[config.mk]
export PLATFORM = sky130hd
export DESIGN_NAME = riscv_mc_control_flat
export DESIGN_NICKNAME = d
export VERILOG_FILES = /design/src/rtl/riscv_pkg.sv /design/src/rtl/riscv_mc_control_if.sv /design/src/rtl/riscv_alu_dec.sv /design/src/rtl/riscv_mc_control.sv /design/src/flat_wrapper.sv
export SDC_FILE = /design/constraint.sdc
export NUM_CORES = 1
export LEC_CHECK = 0
export ABC_AREA = 1
export ABC_CLOCK_PERIOD_IN_PS = 1600
export BUFFER_PORTS_ARGS = -buffer_cell sky130_fd_sc_hd__buf_2
export CAP_MARGIN = 20
export CORE_ASPECT_RATIO = 0.6
export CORE_MARGIN = 8
export CORE_UTILIZATION = 52
export DETAILED_ROUTE_END_ITERATION = 16
export PLACE_DENSITY_LB_ADDON = 0.08
export SETUP_SLACK_MARGIN = 0.15
export SLEW_MARGIN = 20
export SYNTH_ARGS = -nofsm -noshare
export SYNTH_HDL_FRONTEND = slang
export SYNTH_SLANG_ARGS = --single-unit
[constraint.sdc]
create_clock -name clk -period 1.6 [get_ports clk]
set_clock_uncertainty 0.05 [all_clocks]
set_input_delay 0.32 -clock clk [delete_from_list [all_inputs] [get_ports clk]]
set_output_delay 0.32 -clock clk [all_outputs]
set_load 0.1 [all_outputs]
[src/rtl/riscv_pkg.sv]
// ---------------------------------------------------------------------------
// riscv_pkg
// Shared definitions for the multi-cycle RISC-V control path:
//   - ALU opcode encodings driven on alu_op
//   - major opcode and funct3/funct7 values recognised by the controller
//   - select encodings for alu_src_a, alu_src_b and result_src
//   - controller state enum and the bundled control-output struct
// ---------------------------------------------------------------------------
package riscv_pkg;

  // ALU operation codes
  localparam logic [3:0] ALU_AND = 4'b0000;
  localparam logic [3:0] ALU_OR  = 4'b0001;
  localparam logic [3:0] ALU_ADD = 4'b0010;
  localparam logic [3:0] ALU_XOR = 4'b0011;
  localparam logic [3:0] ALU_SUB = 4'b0110;

  // Major opcodes (instr[6:0])
  localparam logic [6:0] OP_R      = 7'b0110011;
  localparam logic [6:0] OP_I      = 7'b0010011;
  localparam logic [6:0] OP_LOAD   = 7'b0000011;
  localparam logic [6:0] OP_STORE  = 7'b0100011;
  localparam logic [6:0] OP_BRANCH = 7'b1100011;

  // funct3 / funct7 values
  localparam logic [2:0] F3_ADD  = 3'b000;
  localparam logic [2:0] F3_XOR  = 3'b100;
  localparam logic [2:0] F3_OR   = 3'b110;
  localparam logic [2:0] F3_AND  = 3'b111;
  localparam logic [2:0] F3_WORD = 3'b010;
  localparam logic [2:0] F3_BEQ  = 3'b000;
  localparam logic [6:0] F7_BASE = 7'b0000000;
  localparam logic [6:0] F7_ALT  = 7'b0100000;

  // Operand A select
  localparam logic [1:0] SRCA_PC    = 2'b00;
  localparam logic [1:0] SRCA_OLDPC = 2'b01;
  localparam logic [1:0] SRCA_RS1   = 2'b10;

  // Operand B select
  localparam logic [1:0] SRCB_RS2  = 2'b00;
  localparam logic [1:0] SRCB_IMM  = 2'b01;
  localparam logic [1:0] SRCB_FOUR = 2'b10;

  // Result select
  localparam logic [1:0] RES_ALUOUT = 2'b00;
  localparam logic [1:0] RES_MEM    = 2'b01;
  localparam logic [1:0] RES_ALU    = 2'b10;

  typedef enum logic [3:0] {
    S_FETCH    = 4'd0,
    S_DECODE   = 4'd1,
    S_EXEC_R   = 4'd2,
    S_EXEC_I   = 4'd3,
    S_ALUWB    = 4'd4,
    S_MEMADR   = 4'd5,
    S_MEMREAD  = 4'd6,
    S_MEMWB    = 4'd7,
    S_MEMWRITE = 4'd8,
    S_BEQ      = 4'd9,
    S_ILLEGAL  = 4'd10
  } state_e;

  // All per-state control outputs, so they can be cleared in one assignment
  typedef struct packed {
    logic       mem_req;
    logic       mem_we;
    logic       adr_src;
    logic       ir_write;
    logic       pc_write;
    logic       reg_write;
    logic [1:0] alu_src_a;
    logic [1:0] alu_src_b;
    logic [1:0] result_src;
    logic [3:0] alu_op;
    logic       illegal;
  } ctrl_t;

endpackage

[src/rtl/riscv_mc_control_if.sv]
// ---------------------------------------------------------------------------
// riscv_mc_control_if
// Bundle between the control FSM and the datapath/memory.
//   Datapath -> control : instr[31:0], zero, mem_ready
//   Control -> datapath : mem_req, mem_we, adr_src, ir_write, pc_write,
//                         reg_write, alu_src_a[1:0], alu_src_b[1:0],
//                         result_src[1:0], alu_op[3:0], illegal,
//                         retired[CNT_W-1:0]
// master = control FSM side, slave = datapath side.
// ---------------------------------------------------------------------------
interface riscv_mc_control_if #(
  parameter int CNT_W = 32
);
  logic [31:0]      instr;
  logic             zero;
  logic             mem_ready;
  logic             mem_req;
  logic             mem_we;
  logic             adr_src;
  logic             ir_write;
  logic             pc_write;
  logic             reg_write;
  logic [1:0]       alu_src_a;
  logic [1:0]       alu_src_b;
  logic [1:0]       result_src;
  logic [3:0]       alu_op;
  logic             illegal;
  logic [CNT_W-1:0] retired;

  modport master (
    input  instr, zero, mem_ready,
    output mem_req, mem_we, adr_src, ir_write, pc_write, reg_write,
           alu_src_a, alu_src_b, result_src, alu_op, illegal, retired
  );

  modport slave (
    output instr, zero, mem_ready,
    input  mem_req, mem_we, adr_src, ir_write, pc_write, reg_write,
           alu_src_a, alu_src_b, result_src, alu_op, illegal, retired
  );
endinterface

[src/rtl/riscv_alu_dec.sv]
// ---------------------------------------------------------------------------
// riscv_alu_dec
// Combinational funct3/funct7 decode for OP and OP-IMM instructions.
//   i_is_rtype : 1 = register-register (funct7 checked), 0 = immediate form
//   i_funct3   : instr[14:12]
//   i_funct7   : instr[31:25]
//   o_alu_op   : ALU operation for the execute step
//   o_legal    : 1 when the funct combination is supported
// ---------------------------------------------------------------------------
module riscv_alu_dec
  import riscv_pkg::*;
(
  input  logic       i_is_rtype,
  input  logic [2:0] i_funct3,
  input  logic [6:0] i_funct7,
  output logic [3:0] o_alu_op,
  output logic       o_legal
);

  logic w_f3_ok;
  logic w_f7_ok;

  always_comb begin
    o_alu_op = ALU_ADD;
    w_f3_ok  = 1'b1;
    case (i_funct3)
      // funct7[5] only selects subtract for the register form; for addi the
      // upper bits are immediate and must be ignored.
      F3_ADD:  o_alu_op = (i_is_rtype && i_funct7[5]) ? ALU_SUB : ALU_ADD;
      F3_XOR:  o_alu_op = ALU_XOR;
      F3_OR:   o_alu_op = ALU_OR;
      F3_AND:  o_alu_op = ALU_AND;
      default: w_f3_ok  = 1'b0;
    endcase
  end

  // Register form: funct7 must be all-zero, except 0100000 which is only sub.
  assign w_f7_ok = !i_is_rtype
                || (i_funct7 == F7_BASE)
                || ((i_funct7 == F7_ALT) && (i_funct3 == F3_ADD));

  assign o_legal = w_f3_ok && w_f7_ok;

endmodule

[src/rtl/riscv_mc_control.sv]
// ---------------------------------------------------------------------------
// riscv_mc_control
// Multi-cycle main control FSM: fetch, decode, execute, memory, writeback.
//   clk   : system clock
//   reset : synchronous, active-high; forces all outputs to 0 while high
//   bus   : riscv_mc_control_if.master (instr/zero/mem_ready in, control out)
// Outputs are combinational from the state, plus mem_ready in the memory
// states and zero/instr in BEQ and the execute states.
// ---------------------------------------------------------------------------
module riscv_mc_control
  import riscv_pkg::*;
#(
  parameter int CNT_W = 32
) (
  input  logic                 clk,
  input  logic                 reset,
  riscv_mc_control_if.master   bus
);

  state_e           r_state;
  state_e           w_state_next;
  logic [CNT_W-1:0] r_retired;
  logic             w_retire;
  ctrl_t            w_ctl;

  logic [6:0] w_opcode;
  logic [2:0] w_funct3;
  logic [6:0] w_funct7;
  logic [3:0] w_dec_op;
  logic       w_dec_legal;

  assign w_opcode = bus.instr[6:0];
  assign w_funct3 = bus.instr[14:12];
  assign w_funct7 = bus.instr[31:25];

  // One decoder serves both the DECODE legality check and the execute op.
  riscv_alu_dec u_alu_dec (
    .i_is_rtype (w_opcode == OP_R),
    .i_funct3   (w_funct3),
    .i_funct7   (w_funct7),
    .o_alu_op   (w_dec_op),
    .o_legal    (w_dec_legal)
  );

  always_ff @(posedge clk) begin
    if (reset) begin
      r_state   <= S_FETCH;
      r_retired <= '0;
    end else begin
      r_state <= w_state_next;
      if (w_retire) begin
        r_retired <= r_retired + 1'b1;
      end
    end
  end

  always_comb begin
    w_state_next = r_state;
    w_retire     = 1'b0;
    w_ctl        = '0;
    case (r_state)
      S_FETCH: begin
        w_ctl.mem_req = 1'b1;
        w_ctl.adr_src = 1'b0;
        if (bus.mem_ready) begin
          w_ctl.ir_write   = 1'b1;
          w_ctl.alu_src_a  = SRCA_PC;
          w_ctl.alu_src_b  = SRCB_FOUR;
          w_ctl.alu_op     = ALU_ADD;
          w_ctl.result_src = RES_ALU;
          w_ctl.pc_write   = 1'b1;
          w_state_next     = S_DECODE;
        end
      end
      S_DECODE: begin
        // Speculatively compute the branch target into ALUOut.
        w_ctl.alu_src_a = SRCA_OLDPC;
        w_ctl.alu_src_b = SRCB_IMM;
        w_ctl.alu_op    = ALU_ADD;
        case (w_opcode)
          OP_R:      w_state_next = w_dec_legal ? S_EXEC_R : S_ILLEGAL;
          OP_I:      w_state_next = w_dec_legal ? S_EXEC_I : S_ILLEGAL;
          OP_LOAD,
          OP_STORE:  w_state_next = (w_funct3 == F3_WORD) ? S_MEMADR : S_ILLEGAL;
          OP_BRANCH: w_state_next = (w_funct3 == F3_BEQ) ? S_BEQ : S_ILLEGAL;
          default:   w_state_next = S_ILLEGAL;
        endcase
      end
      S_EXEC_R: begin
        w_ctl.alu_src_a = SRCA_RS1;
        w_ctl.alu_src_b = SRCB_RS2;
        w_ctl.alu_op    = w_dec_op;
        w_state_next    = S_ALUWB;
      end
      S_EXEC_I: begin
        w_ctl.alu_src_a = SRCA_RS1;
        w_ctl.alu_src_b = SRCB_IMM;
        w_ctl.alu_op    = w_dec_op;
        w_state_next    = S_ALUWB;
      end
      S_ALUWB: begin
        w_ctl.result_src = RES_ALUOUT;
        w_ctl.reg_write  = 1'b1;
        w_retire         = 1'b1;
        w_state_next     = S_FETCH;
      end
      S_MEMADR: begin
        w_ctl.alu_src_a = SRCA_RS1;
        w_ctl.alu_src_b = SRCB_IMM;
        w_ctl.alu_op    = ALU_ADD;
        w_state_next    = (w_opcode == OP_LOAD) ? S_MEMREAD : S_MEMWRITE;
      end
      S_MEMREAD: begin
        w_ctl.mem_req = 1'b1;
        w_ctl.adr_src = 1'b1;
        if (bus.mem_ready) begin
          w_state_next = S_MEMWB;
        end
      end
      S_MEMWB: begin
        w_ctl.result_src = RES_MEM;
        w_ctl.reg_write  = 1'b1;
        w_retire         = 1'b1;
        w_state_next     = S_FETCH;
      end
      S_MEMWRITE: begin
        w_ctl.mem_req = 1'b1;
        w_ctl.mem_we  = 1'b1;
        w_ctl.adr_src = 1'b1;
        if (bus.mem_ready) begin
          w_retire     = 1'b1;
          w_state_next = S_FETCH;
        end
      end
      S_BEQ: begin
        // PC takes the target held in ALUOut only when rs1 - rs2 == 0.
        w_ctl.alu_src_a  = SRCA_RS1;
        w_ctl.alu_src_b  = SRCB_RS2;
        w_ctl.alu_op     = ALU_SUB;
        w_ctl.result_src = RES_ALUOUT;
        w_ctl.pc_write   = bus.zero;
        w_retire         = 1'b1;
        w_state_next     = S_FETCH;
      end
      S_ILLEGAL: begin
        w_ctl.illegal = 1'b1;
        w_state_next  = S_FETCH;
      end
      default: begin
        w_state_next = S_FETCH;
      end
    endcase
  end

  // Reset overrides every output combinationally, so a pending memory
  // request is dropped in the same cycle reset is seen.
  ctrl_t w_out;
  assign w_out = reset ? '0 : w_ctl;

  assign bus.mem_req    = w_out.mem_req;
  assign bus.mem_we     = w_out.mem_we;
  assign bus.adr_src    = w_out.adr_src;
  assign bus.ir_write   = w_out.ir_write;
  assign bus.pc_write   = w_out.pc_write;
  assign bus.reg_write  = w_out.reg_write;
  assign bus.alu_src_a  = w_out.alu_src_a;
  assign bus.alu_src_b  = w_out.alu_src_b;
  assign bus.result_src = w_out.result_src;
  assign bus.alu_op     = w_out.alu_op;
  assign bus.illegal    = w_out.illegal;
  assign bus.retired    = reset ? '0 : r_retired;

endmodule

[src/flat_wrapper.sv]
// flat-port wrapper written by rule: the top's interface ports become plain ports
module riscv_mc_control_flat import riscv_pkg::*;
#(
  parameter int CNT_W = 32
)
  (clk, reset, bus_instr, bus_zero, bus_mem_ready, bus_mem_req, bus_mem_we, bus_adr_src, bus_ir_write, bus_pc_write, bus_reg_write, bus_alu_src_a, bus_alu_src_b, bus_result_src, bus_alu_op, bus_illegal, bus_retired);
  riscv_mc_control_if #(.CNT_W(CNT_W)) bus_i ();
  input  logic clk;
  input  logic reset;
  input wire logic [$bits(bus_i.instr)-1:0] bus_instr;
  input wire logic [$bits(bus_i.zero)-1:0] bus_zero;
  input wire logic [$bits(bus_i.mem_ready)-1:0] bus_mem_ready;
  output wire logic [$bits(bus_i.mem_req)-1:0] bus_mem_req;
  output wire logic [$bits(bus_i.mem_we)-1:0] bus_mem_we;
  output wire logic [$bits(bus_i.adr_src)-1:0] bus_adr_src;
  output wire logic [$bits(bus_i.ir_write)-1:0] bus_ir_write;
  output wire logic [$bits(bus_i.pc_write)-1:0] bus_pc_write;
  output wire logic [$bits(bus_i.reg_write)-1:0] bus_reg_write;
  output wire logic [$bits(bus_i.alu_src_a)-1:0] bus_alu_src_a;
  output wire logic [$bits(bus_i.alu_src_b)-1:0] bus_alu_src_b;
  output wire logic [$bits(bus_i.result_src)-1:0] bus_result_src;
  output wire logic [$bits(bus_i.alu_op)-1:0] bus_alu_op;
  output wire logic [$bits(bus_i.illegal)-1:0] bus_illegal;
  output wire logic [$bits(bus_i.retired)-1:0] bus_retired;
  assign bus_i.instr = bus_instr;
  assign bus_i.zero = bus_zero;
  assign bus_i.mem_ready = bus_mem_ready;
  assign bus_mem_req = bus_i.mem_req;
  assign bus_mem_we = bus_i.mem_we;
  assign bus_adr_src = bus_i.adr_src;
  assign bus_ir_write = bus_i.ir_write;
  assign bus_pc_write = bus_i.pc_write;
  assign bus_reg_write = bus_i.reg_write;
  assign bus_alu_src_a = bus_i.alu_src_a;
  assign bus_alu_src_b = bus_i.alu_src_b;
  assign bus_result_src = bus_i.result_src;
  assign bus_alu_op = bus_i.alu_op;
  assign bus_illegal = bus_i.illegal;
  assign bus_retired = bus_i.retired;
  riscv_mc_control #(.CNT_W(CNT_W)) u_core (.clk(clk), .reset(reset), .bus(bus_i));
endmodule
==> flow_summary_export.csv, run 1 <==
group,metric,value,unit
die,num_rows,20,
synthesis,yosysWarnings,0,
synthesis,yosysUniqueCellTypes,33,
synthesis,ys_seq_area_share,25.52,%
synthesis,synth_edf_count,0,
die,die_h,73.08,um
die,die_w,111.1,um
synthesis,synth-simple-area-share,49.62,%
die,io_pins,85,
placement,io_buffers,68,
status,status,"did not finish",
placement,hpwl,12050,um
synthesis,synth_compound_gate_area_share,9.969,%
synthesis,async_flop_share,0,%
synthesis,syn_area_per_cell,5.625,um2
synthesis,ys_ff_latch,36,
synthesis,yosys-mux-area-fraction,0,%
status,stop_stage,"detailed placement",
status,error_line,"[ERROR DPL-0033] detailed placement checks failed during check placement.",
synthesis,yosys_most_used_dff,"dfxtp_1",
synthesis,synthXorXnorAreaFrac,1.551,%
synthesis,synthCells,502,
placement,place_congestion,0.9882,
die,start_util,54.78,%
synthesis,synth_area,0.002824,mm2
synthesis,synth_top_family_by_area,"simple AND/OR/NAND/NOR gates",
synthesis,syn_nets,539,
synthesis,synth-adder-area-share,0.4431,%
-- kinds of logic after synthesis --
family,count (synthesis)
and+or+nand+nor,322
buffers and inverters,87
AOI/OAI and AO/OA,50
DFF,36
xor gates and xnor gates,5
adders and majority gates,1
other,1
-- stage by stage --
stage | TNS (ns) | hold slack [ns] | worst slack [ns]
global placement | -1.961 | 0.4171 | -0.2527
floorplan | -9.141 | 0.4065 | -0.5703
-- cells in the mapped netlist (2+ instances only) --
cell type    n  area [um2]
nor2_2       4       25.02
nand2_2      5       31.28
nand4_1      2       12.51
nor4_1       5       31.28
buf_2        6       30.03
inv_2        7       26.28
xor2_1       5       43.79
o21a_1       2       15.01
o21ai_0     10       50.05
dfxtp_1     36       720.7
nor2_4       3       33.78
inv_1       65       244.0
a21oi_1     31       155.2
buf_6        3       33.78
nor2_1     102       382.9
nand3_1     34       170.2
clkbuf_1     5       18.77
nor3_2       5       50.05
nor3_1      19       95.09
nand3_2      2       20.02
nand2_1    139       521.8
==> run 2: changes to the inputs <==
- CORE_ASPECT_RATIO: 0.6 -> unset
- CORE_UTILIZATION: 52 -> 40
- PLACE_DENSITY_LB_ADDON: 0.08 -> 0.15
- SETUP_SLACK_MARGIN: 0.15 -> unset
==> run 2 against run 1 <==
  * The flow now finishes, with violations (negative setup slack)
  * Area after synthesis did not move
  * Synthesized cell count did not move
==> flow_summary_export.csv, run 2 <==
group,metric,value,unit
worst_setup_path,cp_max_fo,4,
routing,drtIter0Drc,265,
routing,drcViolationCount,0,
worst_setup_path,cp-end-kind,"primary output",
synthesis,syn_area_per_cell,5.625,um2
die,coreArea,0.006832,mm2
die,die_h,100.0,um
synthesis,ys_seq_area_share,25.52,%
timing,max_freq,504.1,MHz
hold_path,hold_start,"reset",
synthesis,yosysUniqueCellTypes,33,
cts,clk_path_buf_depth,2,
power,leakage,2.063,nW
power,p_switching,0.001449,W
power,ir_worst_vdd,0.5585,mV
die,die_w,100.0,um
die,fp.dieArea,0.01001,mm2
global_route,antenna_found_initial,0,
finish,drive_gt1_share,45.91,%
die,start_util,41.34,%
finish,multi_input_area,0.002381,mm2
timing,fin_crit_sh,124.0,%
worst_setup_path,worstPathRequired,1.23,ns
status,status,"complete, but fails checks",
routing,vias,3754,
worst_setup_path,setup.worst_path.class,"reg2out",
synthesis,ys_ff_latch,36,
synthesis,synth_area_leaders,"dfxtp_1 26%, nand2_1 18%, nor2_1 14%",
cts,cts_tree,"built",
placement,postPlaceCellArea,0.004897,mm2
worst_setup_path,r2r-end,"u_core.r_retired[13]",
cts,h-tree-depth,2,
flow_run,maxCapViolCount,0,
finish,regArea,755.7,um2
timing,rsz0062_at_grt,"yes",
synthesis,async_flop_share,0,%
finish,syn_to_final_growth,92.07,%
routing,ant_nets,0,
global_route,grt_max_degree,19,
power,seqPwrFrac,27.0,%
worst_setup_path,startpoint_type,"register",
placement,hpwl,8127,um
routing,viasPerCell,5.128,
status,violations,"negative setup slack",
die,num_rows,30,
finish,final_area,0.005424,mm2
finish,largest_register_ffs,32,
global_route,grt-ovfl-total,0,
global_route,grt_pass1_wl,16650,um
hold_path,worstHoldEndpoint,"u_core.r_retired[9]",
routing,wl_per_cell,14.44,um
finish,insertedDiodeCount,0,
placement,io_buffers,68,
finish,final_common_cell,"nand2_1",
finish,stdcell_count,732,
global_route,grt_pass1_vias,3693,
placement,dp_slack,-0.1073,ns
synthesis,synthCells,502,
timing,setup_viol,25,
worst_setup_path,crit_start,"u_core.r_state[3]",
synthesis,yosysTopAreaCellShare,25.52,%
synthesis,synth_area,0.002824,mm2
synthesis,synthMostInstantiatedCell,"nand2_1",
timing,fin_crit,1.984,ns
placement,dp_cells,713,
timing,setup_slack,-0.3837,ns
power,combinationalPowerShare,50.5,%
power,power_density,662.3,mW/mm2
finish,fin_nets,672,
worst_setup_path,ff2ff_path_depth,10,
cts,cts_root_buf,"clkbuf_8",
cts,cts.clk_slew.worst_paths,0.08,ns
power,swShare,40.34,%
worst_setup_path,crit_arrival,1.61,ns
worst_setup_path,rrSetupSlack,-0.04,ns
finish,n_fill_cell,464,
placement,place_congestion,0.9018,
timing,finalHoldViolCount,0,
cts,numCtsBuffers,5,
cts,insertion_delay,0.30,ns
synthesis,yosys_most_used_dff,"dfxtp_1",
synthesis,synth_largest_area_cell,"dfxtp_1",
finish,largest-register,"u_core.r_retired",
power,p_clk_share,22.6,%
hold_path,hold_class,"in2reg",
cts,cts_hold_buf,0,
global_route,grt.total_usage,20.10,%
routing,firstDrtPassIters,4,
synthesis,synth_edf_count,0,
die,io_pins,85,
synthesis,synth_common_cells,"139 x nand2_1, 102 x nor2_1, 65 x inv_1",
cts,cts_num_sinks,36,
finish,layout_common_cells,"134 x nand2_1, 57 x buf_4, 56 x inv_1, 54 x buf_12, 48 x nor2_1",
synthesis,syn_nets,539,
finish,reg_top3,"u_core.r_retired x32, u_core.r_state x4",
power,p_int,0.002143,W
timing,slew_violations,0,
hold_path,whs_path_depth,3,
synthesis,yosysWarnings,0,
routing,routed_wl,10570,um
worst_setup_path,timing.rr.start,"u_core.r_state[1]",
[run 2: cell counts after synthesis]
Identical to the previous run, type by type.
[run 2: logic make-up after synthesis]
family / count (synthesis) / share of synthesized area (%)
adder cells (fa/ha/maj): 1 / 0.4430
AND/OR/NAND/NOR: 322 / 49.62
flip-flops: 36 / 25.52
AO/OA/AOI/OAI: 50 / 9.969
other: 1 / 0.1328
XOR/XNOR: 5 / 1.551
buffers and inverters: 87 / 12.76
[run 2: worst max-delay path, stage by stage, from the launching register on]
cell and delay (ns):
dfxtp_4 0.38, nor2_4 0.05, nand2_2 0.09, inv_1 0.07, o21ai_1 0.07, nand2_1 0.07, o41ai_2 0.21, bufinv_8 0.23
buf_12 0.15
[run 2: how the worst max path moves through the flow]
stage	cells past startpoint	to	slack [ns]
floorplan	3	bus_alu_src_b[0]	-0.57
global placement	7	bus_alu_op[1]	-0.08
detailed placement	8	bus_alu_op[2]	-0.11
CTS	8	bus_alu_op[1]	-0.39
global route	8	bus_alu_op[1]	-0.45
finish	8	bus_alu_op[1]	-0.38
[run 2: cell type report]
class | count | area share (%)
Clock buffer | 5 | 1.269
Clock inverter | 3 | 0.7612
Inverter | 72 | 5.582
Multi-Input combinational cell | 379 | 43.90
Sequential cell | 36 | 13.93
Tap cell | 96 | 2.215
Timing Repair Buffer | 140 | 32.23
Timing Repair inverter | 1 | 0.1153
[run 2: layer usage]
metal	vias to the layer above	GRT usage [%]	share of wire [%]
met2	166	36.74	52
met5	-	0	0
met4	0	7.907	2.6
met1	1724	21.65	39
li1	1836	-	-
met3	28	4.844	6.5
[run 2: power by group through the flow]
stage | combinational, W | clock, W | sequential, W
3_3_place_gp | 0.00155 | 0 | 0.000985
6_report | 0.00181 | 0.000811 | 0.000969
3_5_place_dp | 0.00157 | 0 | 0.000988
5_1_grt | 0.00189 | 0.000847 | 0.000971
4_1_cts | 0.00161 | 0.000817 | 0.000967
2_1_floorplan | 0.000999 | 0 | 0.000992
[run 2: what timing repair did]
action                     4_1_cts  5_1_grt
pin swaps                        6       13
hold endpoints to repair         0        0
setup buffers                    2        6
cloned                           0        3
setup endpoints to repair       32       49
gates resized for setup         16       71
[run 2: stage by stage]
stage	util, %	setup TNS [ns]	hold slack [ns]	power [W]
detailed placement	71.69	-0.8213	0.4207	0.002560
CTS	74.49	-4.297	0.4273	0.003399
floorplan	-	-9.127	0.4065	0.001991
finish	79.40	-4.178	0.4157	0.003592
global placement	71.69	-0.3205	0.4146	0.002538
global route	79.40	-6.224	0.4309	0.003709
No activity file was read; power rests on OpenSTA's default activity.
==> run 3: changes to the inputs <==
- BUFFER_PORTS_ARGS: -buffer_cell sky130_fd_sc_hd__buf_2 -> -buffer_cell sky130_fd_sc_hd__clkbuf_2
- SKIP_CTS_REPAIR_TIMING: unset -> 1
==> run 3 against run 2 <==
  * The flow still finishes with violations (negative setup slack)
  * Via count rose by 0.24%
  * Non-clock buffer count rose by 6
  * First-iteration DRC count fell by 1.5%
  * Setup slack improved by 0.014 ns
  * Cell area fell by 1.2%
  * Fmax rose by 0.73%
  * Flip-flop and latch count did not move
  * Critical path depth did not move
==> flow_summary_export.csv, run 3 (same netlist as run 2, synthesis figures left out) <==
group,metric,value,unit
die,start_util,41.34,%
die,die_h,100.0,um
global_route,grt_pass1_vias,3647,
cts,h-tree-depth,2,
timing,fin_crit_sh,123.1,%
routing,firstDrtPassIters,7,
routing,drtIter0Drc,261,
cts,insertion_delay,0.29,ns
flow_run,maxCapViolCount,0,
worst_setup_path,setup.worst_path.class,"reg2out",
timing,setup_viol,48,
timing,slew_violations,0,
power,seqPwrFrac,28.1,%
die,io_pins,85,
finish,layout_common_cells,"135 x nand2_1, 66 x buf_4, 58 x inv_1, 55 x nor2_1, 53 x buf_12",
power,swShare,42.93,%
cts,numCtsBuffers,5,
finish,stdcell_count,737,
power,p_switching,0.001484,W
worst_setup_path,cp-end-kind,"primary output",
die,coreArea,0.006832,mm2
power,combinationalPowerShare,53.2,%
placement,hpwl,8094,um
timing,setup_slack,-0.3694,ns
power,p_clk_share,18.7,%
routing,ant_nets,0,
finish,fin_nets,678,
status,status,"complete, but fails checks",
power,ir_worst_vdd,0.6189,mV
worst_setup_path,worstPathRequired,1.23,ns
routing,vias,3763,
hold_path,hold_class,"reg2reg",
finish,insertedDiodeCount,0,
die,die_w,100.0,um
die,num_rows,30,
finish,largest_register_ffs,32,
routing,viasPerCell,5.106,
timing,rsz0062_at_grt,"yes",
status,violations,"negative setup slack",
global_route,antenna_found_initial,0,
worst_setup_path,cp_max_fo,4,
global_route,grt-ovfl-total,0,
timing,fin_crit,1.969,ns
die,fp.dieArea,0.01001,mm2
cts,clk_path_buf_depth,2,
routing,wl_per_cell,14.43,um
routing,routed_wl,10640,um
cts,cts_root_buf,"clkbuf_8",
power,leakage,2.040,nW
global_route,grt_max_degree,16,
finish,syn_to_final_growth,89.77,%
finish,fin_util,78.44,%
finish,reg_top3,"u_core.r_retired x32, u_core.r_state x4",
power,power_density,645.3,mW/mm2
finish,final_common_cell,"nand2_1",
cts,cts_num_sinks,36,
placement,dp_cells,721,
worst_setup_path,crit_arrival,1.60,ns
placement,io_buffers,68,
global_route,grt.total_usage,19.99,%
timing,finalHoldViolCount,0,
cts,cts.clk_slew.worst_paths,0.08,ns
routing,drcViolationCount,0,
finish,largest-register,"u_core.r_retired",
finish,drive_gt1_share,42.75,%
worst_setup_path,startpoint_type,"register",
timing,max_freq,507.8,MHz
placement,place_congestion,0.9174,
cts,cts_tree,"built",
global_route,grt_pass1_wl,16480,um
finish,n_fill_cell,491,
power,p_int,0.001974,W
run 3: layout make-up:
cell class / instances / area (um2) / share of cell area, %
Inverter: 72 / 301.5 / 5.627
Tap cell: 96 / 120.1 / 2.241
Clock inverter: 1 / 5.005 / 0.09339
Sequential cell: 36 / 744.5 / 13.89
Multi-Input combinational cell: 380 / 2352 / 43.89
Timing Repair Buffer: 146 / 1763 / 32.90
Clock buffer: 6 / 72.57 / 1.354
run 3: per-stage QoR:
stage / area, um2 / total power [W] / hold WS [ns] / worst slack, ns / TNS, ns
2_1_floorplan: 3319 / 0.001991 / 0.4065 / -0.5703 / -9.127
3_3_place_gp: 4957 / 0.002563 / 0.4142 / -0.1079 / -0.7959
3_5_place_dp: 4957 / 0.002581 / 0.4223 / -0.06929 / -1.022
4_1_cts: 5035 / 0.003208 / 0.4340 / -0.3800 / -5.978
5_1_grt: 5359 / 0.003580 / 0.4496 / -0.4286 / -11.88
6_report: 5359 / 0.003458 / 0.4327 / -0.3694 / -8.529
run 3: power groups by stage:
stage | combinational [W] | sequential [W] | clock [W]
after CTS | 0.00160 | 0.000965 | 0.000640
after floorplan | 0.000999 | 0.000992 | 0
after detailed placement | 0.00159 | 0.000986 | 0
final | 0.00184 | 0.000972 | 0.000648
after global routing | 0.00192 | 0.000974 | 0.000690
after global placement | 0.00158 | 0.000985 | 0
run 3: per-layer routing:
metal  routed length (um)  share of wire (%)  GRT usage [%]
met1                 4208                 40          22.71
met2                 5334                 50          35.35
met3                  790                7.4          4.429
met4                  303                2.8          7.791
met5                    0                  0              0
run 3: final timing paths:
kind,start,endpoint,cells past startpoint,slack (ns)
hold / removal,u_core.r_retired[30],u_core.r_retired[30],2,0.43
setup / recovery,u_core.r_state[2],bus_mem_req,8,-0.37
hold reg to reg,u_core.r_retired[30],u_core.r_retired[30],2,0.43
setup reg to reg,u_core.r_state[1],u_core.r_retired[22],11,-0.22
run 3: worst max-delay path, cell delays in order (launching register included):
cell     delay [ns]
dfxtp_4        0.37
inv_2          0.05
nor2_2         0.11
inv_2          0.08
buf_4          0.14
nor2_4         0.13
inv_2          0.07
a21oi_4        0.17
buf_12         0.19
